<file path="src/rtl/interrupt_controller_if.sv">
// Interrupt controller bus: device lines, control-unit strobes and the
// request/vector/status returned by the controller.
//   master : CPU control unit / device side, drives lines and strobes
//   slave  : interrupt controller, drives int_req, vector, pending, in_service
interface interrupt_controller_if #(
    parameter int unsigned NUM_IRQ = 4
);
    logic [NUM_IRQ-1:0] irq_in;
    logic               ctrl_end;
    logic               ie_set;
    logic               ie_clr;
    logic               mask_wr;
    logic [NUM_IRQ-1:0] mask_data;
    logic               int_ack;
    logic               iret;
    logic               int_req;
    logic [15:0]        vector;
    logic [NUM_IRQ-1:0] pending;
    logic               in_service;

    modport master (
        output irq_in, ctrl_end, ie_set, ie_clr, mask_wr, mask_data, int_ack, iret,
        input  int_req, vector, pending, in_service
    );

    modport slave (
        input  irq_in, ctrl_end, ie_set, ie_clr, mask_wr, mask_data, int_ack, iret,
        output int_req, vector, pending, in_service
    );
endinterface

</file>
<file path="src/rtl/interrupt_controller.sv">
// Prioritised, maskable interrupt controller. Synchronises device lines,
// latches rising edges as pending requests and raises int_req to the control
// unit only at an instruction boundary (ctrl_end). Lowest index wins.
// Ports:
//   clk, rst_n : clock, asynchronous active-low reset
//   bus        : interrupt_controller_if.slave (lines, strobes, request,
//                vector, pending, in_service)
module interrupt_controller #(
    parameter int unsigned NUM_IRQ    = 4,
    parameter logic [15:0] VEC_BASE   = 16'h0040,
    parameter logic [15:0] VEC_STRIDE = 16'h0008
) (
    input  logic                   clk,
    input  logic                   rst_n,
    interrupt_controller_if.slave  bus
);

    localparam int unsigned SEL_W = (NUM_IRQ > 1) ? $clog2(NUM_IRQ) : 1;

    typedef enum logic [1:0] {
        IDLE    = 2'd0,
        REQ     = 2'd1,
        SERVICE = 2'd2
    } state_e;

    state_e             state_q, state_d;
    logic [NUM_IRQ-1:0] sync1_q, sync1_d;
    logic [NUM_IRQ-1:0] sync2_q, sync2_d;
    logic [NUM_IRQ-1:0] edge_q, edge_d;
    logic [NUM_IRQ-1:0] pending_q, pending_d;
    logic [NUM_IRQ-1:0] mask_q, mask_d;
    logic [SEL_W-1:0]   sel_q, sel_d;
    logic               ie_q, ie_d;
    logic               int_req_q, int_req_d;
    logic               in_service_q, in_service_d;

    logic [NUM_IRQ-1:0] rise;
    logic [NUM_IRQ-1:0] eligible;
    logic [NUM_IRQ-1:0] ack_clr;
    logic [SEL_W-1:0]   winner;

    // Two-flop synchroniser followed by the edge-detect flop
    always_comb begin
        sync1_d = bus.irq_in;
        sync2_d = sync1_q;
        edge_d  = sync2_q;
        rise    = sync2_q & ~edge_q;
    end

    // Fixed priority: lowest eligible index wins
    always_comb begin
        eligible = pending_q & mask_q;
        winner   = '0;
        for (int i = int'(NUM_IRQ) - 1; i >= 0; i--) begin
            if (eligible[i]) begin
                winner = SEL_W'(i);
            end
        end
    end

    // Next-state, enable, mask and pending update
    always_comb begin
        state_d = state_q;
        sel_d   = sel_q;
        ie_d    = ie_q;
        mask_d  = mask_q;
        ack_clr = '0;

        if (bus.mask_wr) begin
            mask_d = bus.mask_data;
        end

        if (bus.iret || bus.ie_set) begin
            ie_d = 1'b1;
        end

        case (state_q)
            IDLE: begin
                if (ie_q && (|eligible) && bus.ctrl_end) begin
                    state_d = REQ;
                    sel_d   = winner;
                end
            end
            REQ: begin
                // sel is frozen here; ack takes precedence over a withdraw
                if (bus.int_ack) begin
                    ack_clr = NUM_IRQ'(1) << sel_q;
                    state_d = SERVICE;
                end else if (bus.ie_clr) begin
                    state_d = IDLE;
                end
            end
            SERVICE: begin
                if (bus.iret) begin
                    state_d = IDLE;
                end
            end
            default: begin
                state_d = IDLE;
            end
        endcase

        // Clears beat sets: DI over EI/iret, and ack disables nesting
        if (bus.ie_clr || ((state_q == REQ) && bus.int_ack)) begin
            ie_d = 1'b0;
        end

        // A fresh edge on the acknowledged source survives the ack clear
        pending_d    = (pending_q & ~ack_clr) | rise;
        int_req_d    = (state_d == REQ);
        in_service_d = (state_d == SERVICE);
    end

    // State registers
    always_ff @(posedge clk or negedge rst_n) begin
        if (!rst_n) begin
            state_q      <= IDLE;
            sync1_q      <= '0;
            sync2_q      <= '0;
            edge_q       <= '0;
            pending_q    <= '0;
            mask_q       <= '0;
            sel_q        <= '0;
            ie_q         <= 1'b0;
            int_req_q    <= 1'b0;
            in_service_q <= 1'b0;
        end else begin
            state_q      <= state_d;
            sync1_q      <= sync1_d;
            sync2_q      <= sync2_d;
            edge_q       <= edge_d;
            pending_q    <= pending_d;
            mask_q       <= mask_d;
            sel_q        <= sel_d;
            ie_q         <= ie_d;
            int_req_q    <= int_req_d;
            in_service_q <= in_service_d;
        end
    end

    assign bus.int_req    = int_req_q;
    assign bus.in_service = in_service_q;
    assign bus.pending    = pending_q;
    // Vector is decoded straight from sel, wrapping at 16 bits
    assign bus.vector     = VEC_BASE + VEC_STRIDE * 16'(sel_q);

endmodule
</file>
<file path="src/flat_wrapper.sv">
// flat-port wrapper written by rule: the top's interface ports become plain ports
module interrupt_controller_flat 
#(
    parameter int unsigned NUM_IRQ    = 4,
    parameter logic [15:0] VEC_BASE   = 16'h0040,
    parameter logic [15:0] VEC_STRIDE = 16'h0008
)
  (clk, rst_n, bus_irq_in, bus_ctrl_end, bus_ie_set, bus_ie_clr, bus_mask_wr, bus_mask_data, bus_int_ack, bus_iret, bus_int_req, bus_vector, bus_pending, bus_in_service);
  interrupt_controller_if #(.NUM_IRQ(NUM_IRQ)) bus_i ();
  input  logic clk;
  input  logic rst_n;
  input wire logic [$bits(bus_i.irq_in)-1:0] bus_irq_in;
  input wire logic [$bits(bus_i.ctrl_end)-1:0] bus_ctrl_end;
  input wire logic [$bits(bus_i.ie_set)-1:0] bus_ie_set;
  input wire logic [$bits(bus_i.ie_clr)-1:0] bus_ie_clr;
  input wire logic [$bits(bus_i.mask_wr)-1:0] bus_mask_wr;
  input wire logic [$bits(bus_i.mask_data)-1:0] bus_mask_data;
  input wire logic [$bits(bus_i.int_ack)-1:0] bus_int_ack;
  input wire logic [$bits(bus_i.iret)-1:0] bus_iret;
  output wire logic [$bits(bus_i.int_req)-1:0] bus_int_req;
  output wire logic [$bits(bus_i.vector)-1:0] bus_vector;
  output wire logic [$bits(bus_i.pending)-1:0] bus_pending;
  output wire logic [$bits(bus_i.in_service)-1:0] bus_in_service;
  assign bus_i.irq_in = bus_irq_in;
  assign bus_i.ctrl_end = bus_ctrl_end;
  assign bus_i.ie_set = bus_ie_set;
  assign bus_i.ie_clr = bus_ie_clr;
  assign bus_i.mask_wr = bus_mask_wr;
  assign bus_i.mask_data = bus_mask_data;
  assign bus_i.int_ack = bus_int_ack;
  assign bus_i.iret = bus_iret;
  assign bus_int_req = bus_i.int_req;
  assign bus_vector = bus_i.vector;
  assign bus_pending = bus_i.pending;
  assign bus_in_service = bus_i.in_service;
  interrupt_controller #(.NUM_IRQ(NUM_IRQ), .VEC_BASE(VEC_BASE), .VEC_STRIDE(VEC_STRIDE)) u_core (.clk(clk), .rst_n(rst_n), .bus(bus_i));
endmodule
</file>
<file path="config.mk">
export PLATFORM = sky130hd
export DESIGN_NAME = interrupt_controller_flat
export DESIGN_NICKNAME = d
export VERILOG_FILES = /design/src/rtl/interrupt_controller_if.sv /design/src/rtl/interrupt_controller.sv /design/src/flat_wrapper.sv
export SDC_FILE = /design/constraint.sdc
export NUM_CORES = 1
export LEC_CHECK = 0
export CAP_MARGIN = 20
export CORE_MARGIN = 1.5
export CORE_UTILIZATION = 46
export DETAILED_ROUTE_END_ITERATION = 12
export PLACE_DENSITY = 0.82
export SLEW_MARGIN = 20
export SYNTH_ARGS = -nofsm -noshare
export SYNTH_HDL_FRONTEND = slang
export SYNTH_SLANG_ARGS = --single-unit
</file>
<file path="constraint.sdc">
create_clock -name clk -period 3.6 [get_ports clk]
set_input_delay 0.54 -clock clk [delete_from_list [all_inputs] [get_ports clk]]
set_output_delay 0.54 -clock clk [all_outputs]
set_load 0.05 [all_outputs]
</file>
==> metrics.txt <==
result of the run=completed; CTS buffer count=3; most common cell after layout, fill and taps aside=dfrtp_1; number of remaining DRC errors=0; setup repair bufs after CTS=0; clock power share=17.8%; count of antenna diodes in the layout=0; number of clock sinks=27; final hold violation count=0; initial standard-cell utilization of the core=48.1%; areal power density over the cells=564 nW/um^2; Register-to-Register Setup Slack=2290 ps; cell with the biggest individual delay on the critical path=clkdlybuf4s50_1; fill cell instance count of the final layout=194; GRT overflow=0; switching power total=0.000267 W; Final Critical Period=2130 ps; vias in the first global route=642; Fin Hold WS=183 ps; Chip Width=50.9 um; clock tree skew after final layout=10.3 ps; hpwl dp=1250 um; Achievable Freq=470 MHz; Core Util, Final=58.6%; routed wire length=1600 um; total power draw=0.000724 W; mean cell area of the mapped netlist=12.7 um^2; flops & latches, synth=27; number of primary I/O pins=38; setup repair after global routing missed its margin=no; instance count of the mapped netlist=83; Lkg Pwr=0.572 nW; clock-pin slew reported for the worst setup and hold paths after clock tree synthesis=150 ps; Largest delay share family, worst path=buffers and inverters; PortBufs=23; internal power=0.000457 W; final setup violation count=0; element type at the critical path end=primary output; number of warnings printed during yosys synthesis=0; H-tree level count=1; worst path buffer plus inverter count=1; core area=2190 um^2; number of hold buffers added after CTS=0; pin count of the biggest net entering global routing=28; sequential fraction of the synthesis area=64.1%; Placement Rows=17; data required time at the worst endpoint=3060 ps; Crit Path Class=flip-flop to primary output; via total after detailed routing=648; Final Net Count=125; worst path arrival time=1590 ps; insertion delay to the later sink of the worst-skew pair=320 ps; Max stage delay on crit path=830 ps; Slew Viols, Final=0; Worst Max-Slew Pin Slew=558 ps; kind of start point of the critical path=flip-flop; clock tree from TritonCTS=built; first-pass GRT wire length=2770 um; share of the cycle needed by the critical path after routing=59.1%; switching part of the total power=36.9%; crit-path cells=clkdlybuf4s50_1; Layout Area Growth over Synthesis=21.9%; number of unique standard cell types used by synthesis=19; maximum ir drop on the vdd rail=0.299 mV; netlist area before placement=1050 um^2; ANT nets after route=0; Total Die Area=2590 um^2; quantity of gates resized following cts=0; final weighted congestion in routability-driven placement=0.784; worst min-delay path class=primary input to async pin; crit path max fanout=4; average via count per standard cell=4.76; register share of total power=51.5%; number of antenna violations at the first check in global routing=0; Final TNS setup=0 ps; number of optimization iterations in the first detailed-route pass=4; Max-Slew Margin vs Limit=62.8%; Initial DRC Count=8; max-capacitance violation count=0; Total GRT Usage=14.8%; share of layout cells above drive strength 1=12.0%; Die Span Y=50.9 um; clk buf depth=2; CTS Root Cell=clkbuf_4; leading cell types in the layout, fill and taps excluded=dfrtp_1, clkdlybuf4s50_1, conb_1; routed wire length per instance=11.8 um; Worst Setup Slack post-DPL=1630 ps; combinational group share of total power=30.7%; Final Worst Setup Slack=1470 ps
==> state kept, by name (all words and copies together), names as in the netlist <==
name and flops:
u_core.bus.int_req 1, u_core.state_q 2, u_core.ie_q 1, u_core.sel_q 2, u_core.bus.pending 4, u_core.edge_d 4
u_core.mask_q 4, u_core.edge_q 4, u_core.bus.in_service 1, u_core.sync1_q 4
==> layer usage <==
metal	GRT usage, %	wire [um]	up-vias	part of all wire (%)
li1	-	-	301	-
met1	17.2	644	314	40
met2	25.0	850	31	53
met3	3.80	86	2	5.4
met4	8.11	18	0	1.1
met5	0	0	-	0
==> cells in the mapped netlist <==
| cell | count | area share (%) |
|---|---|---|
| dfrtp_1 | 27 | 64 |
| buf_4 | 14 | 10 |
| o21ai_0 | 8 | 3.8 |
| inv_1 | 6 | 2.1 |
| nand2_1 | 5 | 1.8 |
| mux2_2 | 4 | 4.3 |
| a21oi_1 | 3 | 1.4 |
| conb_1 | 2 | 0.71 |
| nor3_1 | 2 | 0.95 |
| o31ai_1 | 2 | 1.4 |
| o41ai_1 | 2 | 1.7 |
| a22o_1 | 1 | 0.83 |
| a32oi_1 | 1 | 0.83 |
| and3b_2 | 1 | 0.95 |
| mux2_4 | 1 | 1.4 |
| nand2b_1 | 1 | 0.59 |
| nand3b_1 | 1 | 0.71 |
| nor3_4 | 1 | 1.5 |
| o21ai_2 | 1 | 0.83 |
==> layout make-up <==
cell class	instances	area, um^2	area share (%)
clock inverters	1	7.51	0.585
flip-flops and latches	27	676	52.6
inverters	6	22.5	1.75
well taps	28	35.0	2.73
repair buffers	23	225	17.5
clock buffers	3	22.5	1.75
multi-input cells	48	295	23.0
==> path summary, 6_finish.rpt <==
path                                               end                       startpoint  depth (start not counted)
min reg2reg                 u_core.edge_d[0]$_DFF_PN0_      u_core.sync1_q[0]$_DFF_PN0_                          0
max in group asynchronous  u_core.sel_q[1]$_DFFE_PN0P_                            rst_n                          1
min                        u_core.sync1_q[3]$_DFF_PN0_                            rst_n                          1
max                                     bus_pending[3]  u_core.bus.pending[3]$_DFF_PN0_                          1
min in group clk            u_core.edge_d[0]$_DFF_PN0_      u_core.sync1_q[0]$_DFF_PN0_                          0
max reg2reg                u_core.sel_q[0]$_DFFE_PN0P_     u_core.mask_q[0]$_DFFE_PN0P_                          3
==> metrics by stage <==
step / cell area [um^2] / cells
global route: 1280 / 136
CTS: 1290 / 136
global placement: 1260 / 132
floorplan: 1100 / 95
finish: 1280 / 136
detailed placement: 1260 / 132
==> cell families (layout without fill, tap and decap cells) <==
family          count (synthesis)  count (layout)  synth area share (%)
compound gates                 18              18                  10.8
buf+inv                        20              33                  12.1
flops                          27              27                  64.1
mux                             5               5                  5.70
other cells                     2              14                 0.713
simple gates                   11              11                  6.53
==> power by group through the flow <==
stage	Clock [W]	Combinational (W)	Sequential, W
after floorplan	0	0.0000903	0.000443
after global placement	0	0.000219	0.000376
after detailed placement	0	0.000223	0.000379
after CTS	0.000136	0.000224	0.000373
after global routing	0.000145	0.000235	0.000380
final	0.000129	0.000222	0.000373
Note: power is estimated with default switching activity, not from simulation.
